`src/rtl/bcd_serial_add_sub_ctrl_pkg.sv`:
```
// Shared definitions for the digit-serial BCD add/subtract controller:
// state encoding, digit constants and the digit-counter width helper.
package bcd_serial_add_sub_ctrl_pkg;

  localparam int DIG_W = 4;
  localparam logic [DIG_W-1:0] BCD_MAX = 4'd9;

  typedef enum logic [2:0] {
    ST_IDLE,
    ST_CHECK,
    ST_ADD,
    ST_RECOMP,
    ST_DONE
  } state_t;

  function automatic int cnt_width(input int n);
    int w;
    w = 1;
    while ((1 << w) < n) w++;
    return w;
  endfunction

endpackage

```
`src/rtl/bcd_shift_reg.sv`:
```
// NDIG-digit BCD register: parallel load, parallel clear, and a right shift
// that drops digit 0 and inserts the new digit at the MSD.
module bcd_shift_reg #(
  parameter int NDIG = 4
) (
  input  logic            clk,
  input  logic            rst_n,
  input  logic            load,
  input  logic            clr,
  input  logic            shift,
  input  logic [4*NDIG-1:0] load_val,
  input  logic [3:0]      din,
  output logic [4*NDIG-1:0] q
);

  always_ff @(posedge clk or negedge rst_n) begin
    if (!rst_n) begin
      q <= '0;
    end else if (clr) begin
      q <= '0;
    end else if (load) begin
      q <= load_val;
    end else if (shift) begin
      q <= {din, q[4*NDIG-1:4]};
    end
  end

endmodule

```
`src/rtl/bcd_serial_add_sub_ctrl.sv`:
```
// Digit-serial sequencer for packed-BCD add/subtract around an external
// single-digit BCD add/sub stage, with recomplement of negative differences.
//
// state     | meaning
// ----------+---------------------------------------------------------------
// ST_IDLE   | waiting for start; operands latched on acceptance
// ST_CHECK  | one cycle: reject operands holding a nibble above 9
// ST_ADD    | NDIG cycles: feed A[i], B[i] to the stage, LSD first
// ST_RECOMP | NDIG cycles: 10's-complement the stored result (A<B on subtract)
// ST_DONE   | last busy cycle; done is registered out of this state
module bcd_serial_add_sub_ctrl
  import bcd_serial_add_sub_ctrl_pkg::*;
#(
  parameter int NDIG = 4
) (
  input  logic              clk,
  input  logic              rst_n,
  input  logic              start,
  input  logic              op_sub,
  input  logic [4*NDIG-1:0] a_bcd,
  input  logic [4*NDIG-1:0] b_bcd,
  output logic              busy,
  output logic              done,
  output logic [4*NDIG-1:0] result,
  output logic              carry_out,
  output logic              negative,
  output logic              err,
  output logic [3:0]        dig_a,
  output logic [3:0]        dig_b,
  output logic              dig_m,
  output logic              dig_cin,
  input  logic [3:0]        dig_f,
  input  logic              dig_cout
);

  localparam int W  = DIG_W * NDIG;
  localparam int CW = cnt_width(NDIG);
  localparam logic [CW-1:0] CNT_TOP = CW'(NDIG - 1);

  state_t state, state_nxt;
  logic [CW-1:0] cnt;
  logic [W-1:0]  a_q, b_q, r_q;
  logic op_q, carry_q, done_q;
  logic carry_out_q, negative_q, err_q;
  logic accept, bad_digit, first, last;
  logic sh_ops, sh_res, clr_res, cnt_load;

  // done is registered out of ST_DONE, so the IDLE cycle that carries it is
  // still busy and must not accept a new request.
  assign accept = (state == ST_IDLE) && start && !done_q;
  assign first  = (cnt == CNT_TOP);
  assign last   = (cnt == '0);

  always_comb begin
    bad_digit = 1'b0;
    for (int i = 0; i < NDIG; i++) begin
      if (a_q[DIG_W*i +: DIG_W] > BCD_MAX || b_q[DIG_W*i +: DIG_W] > BCD_MAX)
        bad_digit = 1'b1;
    end
  end

  always_comb begin
    state_nxt = state;
    dig_a     = '0;
    dig_b     = '0;
    dig_m     = 1'b0;
    dig_cin   = 1'b0;
    sh_ops    = 1'b0;
    sh_res    = 1'b0;
    clr_res   = 1'b0;
    cnt_load  = 1'b0;
    case (state)
      ST_IDLE: begin
        if (accept) begin
          clr_res   = 1'b1;
          state_nxt = ST_CHECK;
        end
      end
      ST_CHECK: begin
        cnt_load = 1'b1;
        if (bad_digit) begin
          clr_res   = 1'b1;
          state_nxt = ST_DONE;
        end else begin
          state_nxt = ST_ADD;
        end
      end
      ST_ADD: begin
        dig_a   = a_q[3:0];
        dig_b   = b_q[3:0];
        dig_m   = op_q;
        dig_cin = first ? op_q : carry_q;
        sh_ops  = 1'b1;
        sh_res  = 1'b1;
        if (last) begin
          cnt_load  = 1'b1;
          state_nxt = (op_q && !dig_cout) ? ST_RECOMP : ST_DONE;
        end
      end
      ST_RECOMP: begin
        // 0 + 9's complement of R + 1 on the LSD gives the 10's complement
        dig_b   = r_q[3:0];
        dig_m   = 1'b1;
        dig_cin = first ? 1'b1 : carry_q;
        sh_res  = 1'b1;
        if (last) state_nxt = ST_DONE;
      end
      ST_DONE:  state_nxt = ST_IDLE;
      default:  state_nxt = ST_IDLE;
    endcase
  end

  always_ff @(posedge clk or negedge rst_n) begin
    if (!rst_n) begin
      state       <= ST_IDLE;
      cnt         <= '0;
      op_q        <= 1'b0;
      carry_q     <= 1'b0;
      done_q      <= 1'b0;
      carry_out_q <= 1'b0;
      negative_q  <= 1'b0;
      err_q       <= 1'b0;
    end else begin
      state  <= state_nxt;
      done_q <= (state == ST_DONE);
      if (accept) begin
        op_q        <= op_sub;
        carry_q     <= 1'b0;
        carry_out_q <= 1'b0;
        negative_q  <= 1'b0;
        err_q       <= 1'b0;
      end
      if (state == ST_CHECK && bad_digit) err_q <= 1'b1;
      if (cnt_load) begin
        cnt <= CNT_TOP;
      end else if ((state == ST_ADD || state == ST_RECOMP) && !last) begin
        cnt <= cnt - 1'b1;
      end
      if (sh_res) carry_q <= dig_cout;
      if (state == ST_ADD && last) begin
        carry_out_q <= dig_cout;
        negative_q  <= op_q & ~dig_cout;
      end
    end
  end

  bcd_shift_reg #(.NDIG(NDIG)) u_a_reg (
    .clk(clk), .rst_n(rst_n), .load(accept), .clr(1'b0), .shift(sh_ops),
    .load_val(a_bcd), .din(4'd0), .q(a_q)
  );

  bcd_shift_reg #(.NDIG(NDIG)) u_b_reg (
    .clk(clk), .rst_n(rst_n), .load(accept), .clr(1'b0), .shift(sh_ops),
    .load_val(b_bcd), .din(4'd0), .q(b_q)
  );

  bcd_shift_reg #(.NDIG(NDIG)) u_r_reg (
    .clk(clk), .rst_n(rst_n), .load(1'b0), .clr(clr_res), .shift(sh_res),
    .load_val('0), .din(dig_f), .q(r_q)
  );

  assign busy      = (state != ST_IDLE) || done_q;
  assign done      = done_q;
  assign result    = r_q;
  assign carry_out = carry_out_q;
  assign negative  = negative_q;
  assign err       = err_q;

endmodule
```
`config.mk`:
```
export PLATFORM = sky130hd
export DESIGN_NAME = bcd_serial_add_sub_ctrl
export DESIGN_NICKNAME = d
export VERILOG_FILES = /design/src/rtl/bcd_serial_add_sub_ctrl_pkg.sv /design/src/rtl/bcd_shift_reg.sv /design/src/rtl/bcd_serial_add_sub_ctrl.sv
export SDC_FILE = /design/constraint.sdc
export NUM_CORES = 1
export LEC_CHECK = 0
export CAP_MARGIN = 20
export CORE_MARGIN = 4
export CORE_UTILIZATION = 49
export CTS_CLUSTER_DIAMETER = 50
export CTS_CLUSTER_SIZE = 28
export DETAILED_ROUTE_END_ITERATION = 7
export PLACE_DENSITY_LB_ADDON = 0.2
export SYNTH_ARGS = -nofsm -noshare
export SYNTH_HDL_FRONTEND = slang
export SYNTH_SLANG_ARGS = --single-unit
```
`constraint.sdc`:
```
create_clock -name clk -period 2.2 [get_ports clk]
set_clock_uncertainty 0.2 [all_clocks]
set_input_delay 0.44 -clock clk [delete_from_list [all_inputs] [get_ports clk]]
set_output_delay 0.44 -clock clk [all_outputs]
set_load 0.02 [all_outputs]
```
== Word-level counts from Yosys, hierarchy flattened ==
Index checks and enable logic that the tools add are counted.
Storage, ports and cells
  flip-flop bits (word level): 59
  input bits: 41
  output and inout port bits: 31
  logic and storage cells: 92
Cells by class
  add/subtract/negate cells: 1
  magnitude comparators: 8
  equality and inequality tests: 8
  mux-type cells: 36
  bitwise gates (word level): 2
  reduce and logical (&&, ||, !) cells: 26
Operator list (count)
  16-bit 2-to-1 mux: 6
  4-bit > comparator, second input constant: 8
  1-bit 2-to-1 mux: 16
  3-bit 2-to-1 mux: 5
  3-bit case mux with 4 select lines: 1
  2-bit nonzero test: 6
  1-bit case mux with 2 select lines: 4
  4-bit case mux with 2 select lines: 1
  3-bit by 2-bit == test with 1-bit output, second input constant: 2
  1-bit logical AND: 6
  1-bit logical OR: 6
  2-bit inequality test, second input constant: 3
  2-bit 2-to-1 mux: 2
  4-bit 2-to-1 mux: 1
  3-bit by 1-bit == test with 1-bit output, second input constant: 1
  3-bit == test, second input constant: 1
  1-bit zero test: 3
  3-bit zero test: 1
  3-bit AND reduction: 1
  3-bit nonzero test: 1
  2-bit == test, second input constant: 1
  2-bit zero test: 1
  2-bit OR reduction: 1
  2-bit by 1-bit subtractor with 2-bit output, second input constant: 1
  other kinds (2): 2

== Depth between registers and ports, before layout ==
Gate-level depths: netlist of the first run.
  depth in word-level cells: 9
  gate-level depth with buffers: 7
  gate-level depth less buffers: 6

== Modules after synthesis ==
Synthesis of the first run repeated with hierarchy kept, for this count alone.
Second synthesis, totals
  cells, all modules: 303
  area total of the unflattened synthesis: 3393.3 µm²
By module, submodules not included
  bcd_shift_reg: times used 3, cells an instance 71, area an instance 885.8 µm², sequential area each 400.4 µm²
  bcd_serial_add_sub_ctrl: times used 1, cells an instance 90, area an instance 735.7 µm², sequential area each 275.3 µm²

== Worst setup path after synthesis of the first run ==
No wires, ideal clock.
  kind: register to output
  start point: register state[0]
  end point: output dig_cin
  data arrival time: 1.504 ns
  required time: 1.560 ns
  slack: 0.056 ns
  stages on the path, launching flop included: 4
  path buffers: 1
  cell sequence: dfrtp_1 -> clkbuf_1 -> nor2_1 -> a211oi_1
On the way
  cells in the longest elaborated chain, start to end: 2
  elaborated cells on any way between the ends: 3
  classes of those cells: eq/ne (2); mux (1)
Ends and longest elaborated chain
  from (decl): RTL line bcd_serial_add_sub_ctrl.sv:40  | state_t state, state_nxt;
  from (signal assigned): RTL line bcd_serial_add_sub_ctrl.sv:124  | state <= state_nxt;
  3-bit by 2-bit == test with 1-bit output: RTL line bcd_serial_add_sub_ctrl.sv:72  | case (state)
  1-bit case mux with 2 select lines *: RTL line bcd_serial_add_sub_ctrl.sv:72
  to (decl): RTL line bcd_serial_add_sub_ctrl.sv:31  | output logic dig_cin,
Every way passes the cells marked *; elsewhere a longest branch is shown, timed or not.

== Worst setup path after layout of the first run ==
  start point: register state[2]
  end point: output dig_b[3]
On the way
  cells in the longest elaborated chain, start to end: 2
  elaborated cells on any way between the ends: 3
  classes of those cells: eq/ne (2); mux (1)
Ends and longest elaborated chain
  3-bit by 2-bit == test with 1-bit output: RTL line bcd_serial_add_sub_ctrl.sv:72
  4-bit case mux with 2 select lines *: RTL line bcd_serial_add_sub_ctrl.sv:72
  to (decl): RTL line bcd_serial_add_sub_ctrl.sv:29  | output logic [3:0] dig_b,
Marks and branches as above.

==> key figures, run 1 <==
Worst setup path
  – Cells along the critical path: nand2b_1 > buf_4 > nor2_1 > clkdlybuf4s15_1
  – Crit. End Element: primary output
  – Kind of cell adding the most delay to the critical path: buffers and inverters
  – CP required: 1.56 ns
  – WP data arrival: 1.48 ns
  – Setup crit start: state[2]
  – RR Startpoint: state[0]
  – Crit path launch type: register
  – R2R Path End: carry_out
  – Critical path class: reg -> out
  – CP Max Fanout: 9
  – Flop-to-flop setup slack: 0.21 ns
  – Worst Path Buf+Inv: 2
  – Slowest cell delay on critical path: 0.37 ns
  – CP max stage cell: dfrtp_1
  – Worst Reg-to-Reg Cells: 7

Timing
  – Slew Viols, Final: 0
  – Setup repair after global routing missed its margin: no
  – Fmax: 0.472 GHz
  – Fin crit share: 96.3%
  – Final Hold Fails: 0
  – Worst-margin pin slew: 0.751 ns
  – Final setup fails: 0
  – Minimum clock period: 2.12 ns
  – Relative slew margins: 49.8%

Clocking
  – Num CTS Buffers: 9
  – CTS clk-pin slew, worst paths: 0.06 ns
  – Clk_lat worst skew: 0.33 ns
  – H-tree depth: 3
  – Maximum root-to-sink buffer count: 2
  – Sink Count: 59
  – CTS tree: built
  – Root buffer cell: clkbuf_8

Finish
  – Layout cells sized above 1: 12.3%
  – FILL cells: 437
  – Design area: 3800 um2
  – Synth-to-layout area growth: 37.2%
  – Number of diodes: 0
  – # nets final: 413
  – Layout Utilization: 69.0%

Floorplan
  – Row count: 27
  – Width of the chip: 83.2 um
  – Die Y: 83.2 um
  – Core area: 5510 um2
  – Total Die Area: 6910 um2
  – I/O Pins: 72
  – Initial Util: 50.3%

Job
  – Max_cap viols: 0

Synthesis
  – Number of synthesized flops with an enable pin: 0
  – Prevailing post-synth register cell: dfrtp_1
  – Yosys reg bits: 59
  – Syn Area/Cell: 9.71 um2
  – Asr flop ratio synth: 100%
  – Seq/Total Area, Yosys: 53.3%
  – Synthesized Nets: 328
  – Synth Cell Area: 2770 um2
  – Post-synth cell types: 29
  – Mapped Cells: 285
  – Yosys warning total: 0

Placement
  – Final HPWL DP: 4760 um
  – Placement Cell Area: 3630 um2
  – RePlAce Congestion: 0.832
  – Port Buf Inserts: 71

Global routing
  – Global-route wire length before repair: 11,600 um
  – Number of global-route vias before repair: 2,416
  – Gr ovfl total: 0
  – Initial antenna violation count: 0
  – GRT Total Usage: 20.7%
  – Pin count of the biggest net entering global routing: 60

Min path
  – Hold Crit Endpoint: u_a_reg.q[0]
  – Hold Startpoint: u_a_reg.q[0]
  – WHS Path Cells: 1
  – Hold crit path type: reg -> reg

Routing
  – Vias post-DR: 2,389
  – Antenna Nets Post-Route: 0
  – Vias per cell: 5.34
  – Drt pass-1 iters: 4
  – DR iter-0 viols: 226
  – Routed len/inst: 15.4 um
  – Final WL: 6860 um
  – DRC Markers: 0

Power and ir drop
  – P_leak: 1.82 nW
  – Total design power: 4.55 mW
  – PD cells: 1200 nW/um2
  – Maximum vdd ir drop: 815 uV

Run status
  – Outcome: finished, final reports clean
[final cells by class]
type	count	area, um2	area share [%]
multi-input combinational	200	1170	30.8
sequential	59	1480	38.9
tap	72	90.1	2.37
inverter	5	18.8	0.494
clock buffer	14	163	4.28
clock inverter	2	10.0	0.264
timing repair buffer	95	868	22.9
[placed cells by master, fill, tap and decap left out, types with 8 or more instances in the layout]
cell type	n
a21o_1	12
nor2_1	27
a31oi_1	13
dfrtp_1	59
nand2_1	51
a22o_1	12
clkbuf_8	11
nor3_1	17
nand3_1	8
clkdlybuf4s50_1	59
buf_4	21
o21ai_0	11
mux2i_1	20
[cell families after synthesis]
group | count (synthesis) | synth area share [%]
DFF | 59 | 53.3
muxes | 20 | 7.23
AOI/OAI and AO/OA | 59 | 14.9
adders and majority gates | 2 | 0.904
and+or+nand+nor | 119 | 19.3
buffers and inverters | 26 | 4.34
[sequential cells by signal, summed over array words and instances, names as in the netlist]
name	flops
done	1
carry_q	1
err	1
u_b_reg.q	16
carry_out	1
cnt	2
u_r_reg.q	16
u_a_reg.q	16
negative	1
op_q	1
state	3
[worst max-delay path by stage]
stage	to	depth (start not counted)
2_1_floorplan	dig_cin	3
3_3_place_gp	dig_cin	4
3_5_place_dp	dig_cin	4
4_1_cts	dig_cin	4
5_1_grt	dig_m	4
6_report	dig_b[3]	4
[per-stage QoR]
stage | worst slack [ns] | cells | setup TNS, ns | hold slack [ns]
global route | 0.000417 | 447 | 0 | 0.294
floorplan | 0.0555 | 285 | 0 | -0.0556
detailed placement | 0.0431 | 428 | 0 | 0.257
finish | 0.0816 | 447 | 0 | 0.269
global placement | 0.0491 | 428 | 0 | 0.255
CTS | -0.00707 | 447 | -0.00707 | 0.272
[repair_timing]
item / in CTS / in global routing
resized for setup: 23 / 12
cloned: 0 / 0
setup buffers: 2 / 0
hold buffers: 1 / 0
setup endpoints to repair: 11 / 10
pin swaps: 0 / 1
endpoints found under the hold margin: 59 / 0
[synth_stat cells (3+ instances only)]
master     n  area (um2)
dfrtp_1   59        1480
nand2_1   51         191
nor2_1    27         101
mux2i_1   20         200
nor3_1    17        85.1
a31oi_1   13        81.3
a21o_1    12        90.1
a22o_1    12         105
buf_2     12        60.1
o21ai_0   11        55.1
nand3_1    8        40.0
clkbuf_1   7        26.3
and2_1     5        31.3
inv_1      5        18.8
nand2b_1   5        31.3
a21oi_1    3        15.0
[report_power, final]
group	total, mW	internal (mW)	switching, mW	leakage [nW]
logic	1.95	0.873	1.08	0.990
clock network	0.864	0.468	0.396	0.0905
registers	1.73	1.47	0.263	0.738
[routing by layer]
metal	global-route usage, %	vias to the layer above	wire length [um]
met1	28.0	1147	2970
met4	6.84	0	121
met3	4.86	12	344
met2	32.9	61	3420
met5	0	-	0
li1	-	1169	-
Power figures use the tool's default switching activity.
==> inputs of run 2 (changes only) <==
- SLEW_MARGIN: unset -> 20
==> results of run 2 <==
The final DEF is identical to that of run 1; final timing and power are the same.
==> inputs of run 3 (changes only) <==
- CELL_PAD_IN_SITES_DETAIL_PLACEMENT: unset -> 1
- CELL_PAD_IN_SITES_GLOBAL_PLACEMENT: unset -> 2
- CORE_UTILIZATION: 49 -> 29
- SLEW_MARGIN: 20 -> unset
==> run 3 against run 2 <==
Final cell count up 12%. Critical path depth unchanged. First-iteration DRC count down 68%. Utilization down 27 points. Total power up 3.6%. Highest routed layer unchanged. Critical path type unchanged. Critical endpoint is now dig_b[2].
==> key figures, run 3 (synthesis gave the netlist of run 1 again) <==
Run status
  – Outcome: finished, final reports clean

Global routing
  – Number of global-route vias before repair: 2,535
  – Global-route wire length before repair: 13,200 um
  – Gr ovfl total: 0
  – Initial antenna violation count: 0
  – GRT Total Usage: 15.0%
  – Pin count of the biggest net entering global routing: 40

Timing
  – Final Hold Fails: 0
  – Final setup fails: 0
  – Slew Viols, Final: 0
  – Worst-margin pin slew: 0.803 ns
  – Fin crit share: 97.0%
  – Setup repair after global routing missed its margin: no
  – Fmax: 0.469 GHz
  – Minimum clock period: 2.13 ns
  – Setup_tns: 0 ns
  – Relative slew margins: 46.3%
  – Final WS setup: 0.0658 ns

Clocking
  – CTS tree: built
  – Root buffer cell: clkbuf_8
  – H-tree depth: 3
  – Clk_lat worst skew: 0.33 ns
  – CTS clk-pin slew, worst paths: 0.07 ns
  – Maximum root-to-sink buffer count: 2
  – Num CTS Buffers: 9
  – Sink Count: 59

Placement
  – Pre-CTS setup slack: 0.0254 ns
  – Final HPWL DP: 5570 um
  – RePlAce Congestion: 0.764
  – Port Buf Inserts: 71

Routing
  – Vias per cell: 4.76
  – DR iter-0 viols: 73
  – Drt pass-1 iters: 4
  – Vias post-DR: 2,383
  – DRC Markers: 0
  – Final WL: 7990 um
  – Routed len/inst: 15.9 um
  – Antenna Nets Post-Route: 0

Finish
  – Most common cell after layout, fill and taps aside: clkdlybuf4s50_1
  – Synth-to-layout area growth: 40.6%
  – FILL cells: 1,089
  – Highest-count cells in the layout ignoring fill and taps: 59 x clkdlybuf4s50_1, 58 x dfrtp_1, 51 x nand2_1, 27 x nor2_1, 20 x mux2i_1
  – Biggest regs: u_a_reg.q x16, u_b_reg.q x16, u_r_reg.q x16
  – Number of diodes: 0
  – # nets final: 410
  – Layout cells sized above 1: 13.4%

Job
  – Max_cap viols: 0

Power and ir drop
  – Int Pwr: 2.90 mW
  – Sw frac: 38.4%
  – Seq pwr share: 36.9%
  – P_leak: 1.82 nW
  – Combinational share of power: 42.4%
  – PD cells: 1210 nW/um2
  – Sw power: 1.81 mW
  – Clock power share: 20.7%
  – Maximum vdd ir drop: 536 uV

Worst setup path
  – Kind of cell adding the most delay to the critical path: buffers and inverters
  – Worst Reg-to-Reg Cells: 6
  – Slowest cell delay on critical path: 0.38 ns
  – WP data arrival: 1.49 ns
  – Worst Path Buf+Inv: 2
  – Crit path launch type: register
  – Levels on crit path: 4
  – CP required: 1.56 ns
  – Cells along the critical path: nand2b_1 > buf_4 > nor2_1 > clkdlybuf4s15_1
  – Crit. End Element: primary output
  – CP Max Fanout: 8
  – CP max stage cell: dfrtp_1
  – Critical path class: reg -> out

Floorplan
  – Die Y: 106 um
  – Total Die Area: 11,200 um2
  – Row count: 35
  – Width of the chip: 106 um
  – Core area: 9280 um2
  – I/O Pins: 72
  – Initial Util: 29.8%

Min path
  – Hold crit path type: reg -> reg
  – WHS Path Cells: 1
## run 3: cell count changes in the layout (fill, tap and decap cells not counted), moves of 2 or more
cell and change:
clkbuf_1 -2, buf_12 +3, clkdlybuf4s15_1 -2, buf_2 +2, buf_4 -5
## run 3: worst paths after layout
kind / startpoint / to / slack [ns]
max in group asynchronous: rst_n / u_b_reg.q[2] / 0.85
worst min-delay path: err / err / 0.29
worst min register to register: err / err / 0.29
worst max-delay path: state[2] / dig_b[2] / 0.07
min in group asynchronous: rst_n / u_r_reg.q[14] / 0.40
worst max register to register: state[2] / u_b_reg.q[3] / 0.14
## run 3: repair_timing
item	in CTS	in global routing
hold buffers	1	0
endpoints found under the hold margin	18	0
resized for setup	35	7
pin swaps	1	1
endpoints found under the setup margin	13	23
cloned	0	0
setup buffers	1	1
## run 3: area by class of cell
cell class | count | area [um2] | area share (%)
clock buffer | 11 | 141 | 3.63
clock inverter | 5 | 52.6 | 1.35
inverter | 5 | 18.8 | 0.482
multi-input combinational | 200 | 1170 | 30.1
sequential | 59 | 1480 | 38.0
tap | 129 | 161 | 4.15
timing repair buffer | 92 | 866 | 22.3
## run 3: metrics by stage
stage / power (mW) / area, um2 / instances / utilization, % / hold slack [ns]
global placement: 3.74 / 3720 / 482 / 40.1 / 0.242
detailed placement: 3.79 / 3720 / 482 / 40.1 / 0.241
floorplan: 2.97 / 2770 / 285 / - / -0.0556
finish: 4.71 / 3890 / 501 / 41.9 / 0.292
global route: 5.10 / 3890 / 501 / 41.9 / 0.321
CTS: 4.80 / 3910 / 500 / 42.1 / 0.301
## run 3: metal layers
| metal | vias up | track usage (%) | wire length [um] |
|---|---|---|---|
| met5 | - | 0 | 0 |
| met4 | 0 | 4.35 | 114 |
| met3 | 11 | 4.35 | 280 |
| met2 | 46 | 25.3 | 4050 |
| met1 | 1173 | 18.5 | 3540 |
| li1 | 1153 | - | - |
## run 3: power groups by stage
stage          Combinational [mW]  Clock (mW)  Sequential, mW
4_1_cts                      2.04        1.01            1.75
3_3_place_gp                 1.98           0            1.75
6_report                     1.99       0.975            1.74
5_1_grt                      2.24        1.07            1.79
3_5_place_dp                 2.03           0            1.77
2_1_floorplan                1.24           0            1.73
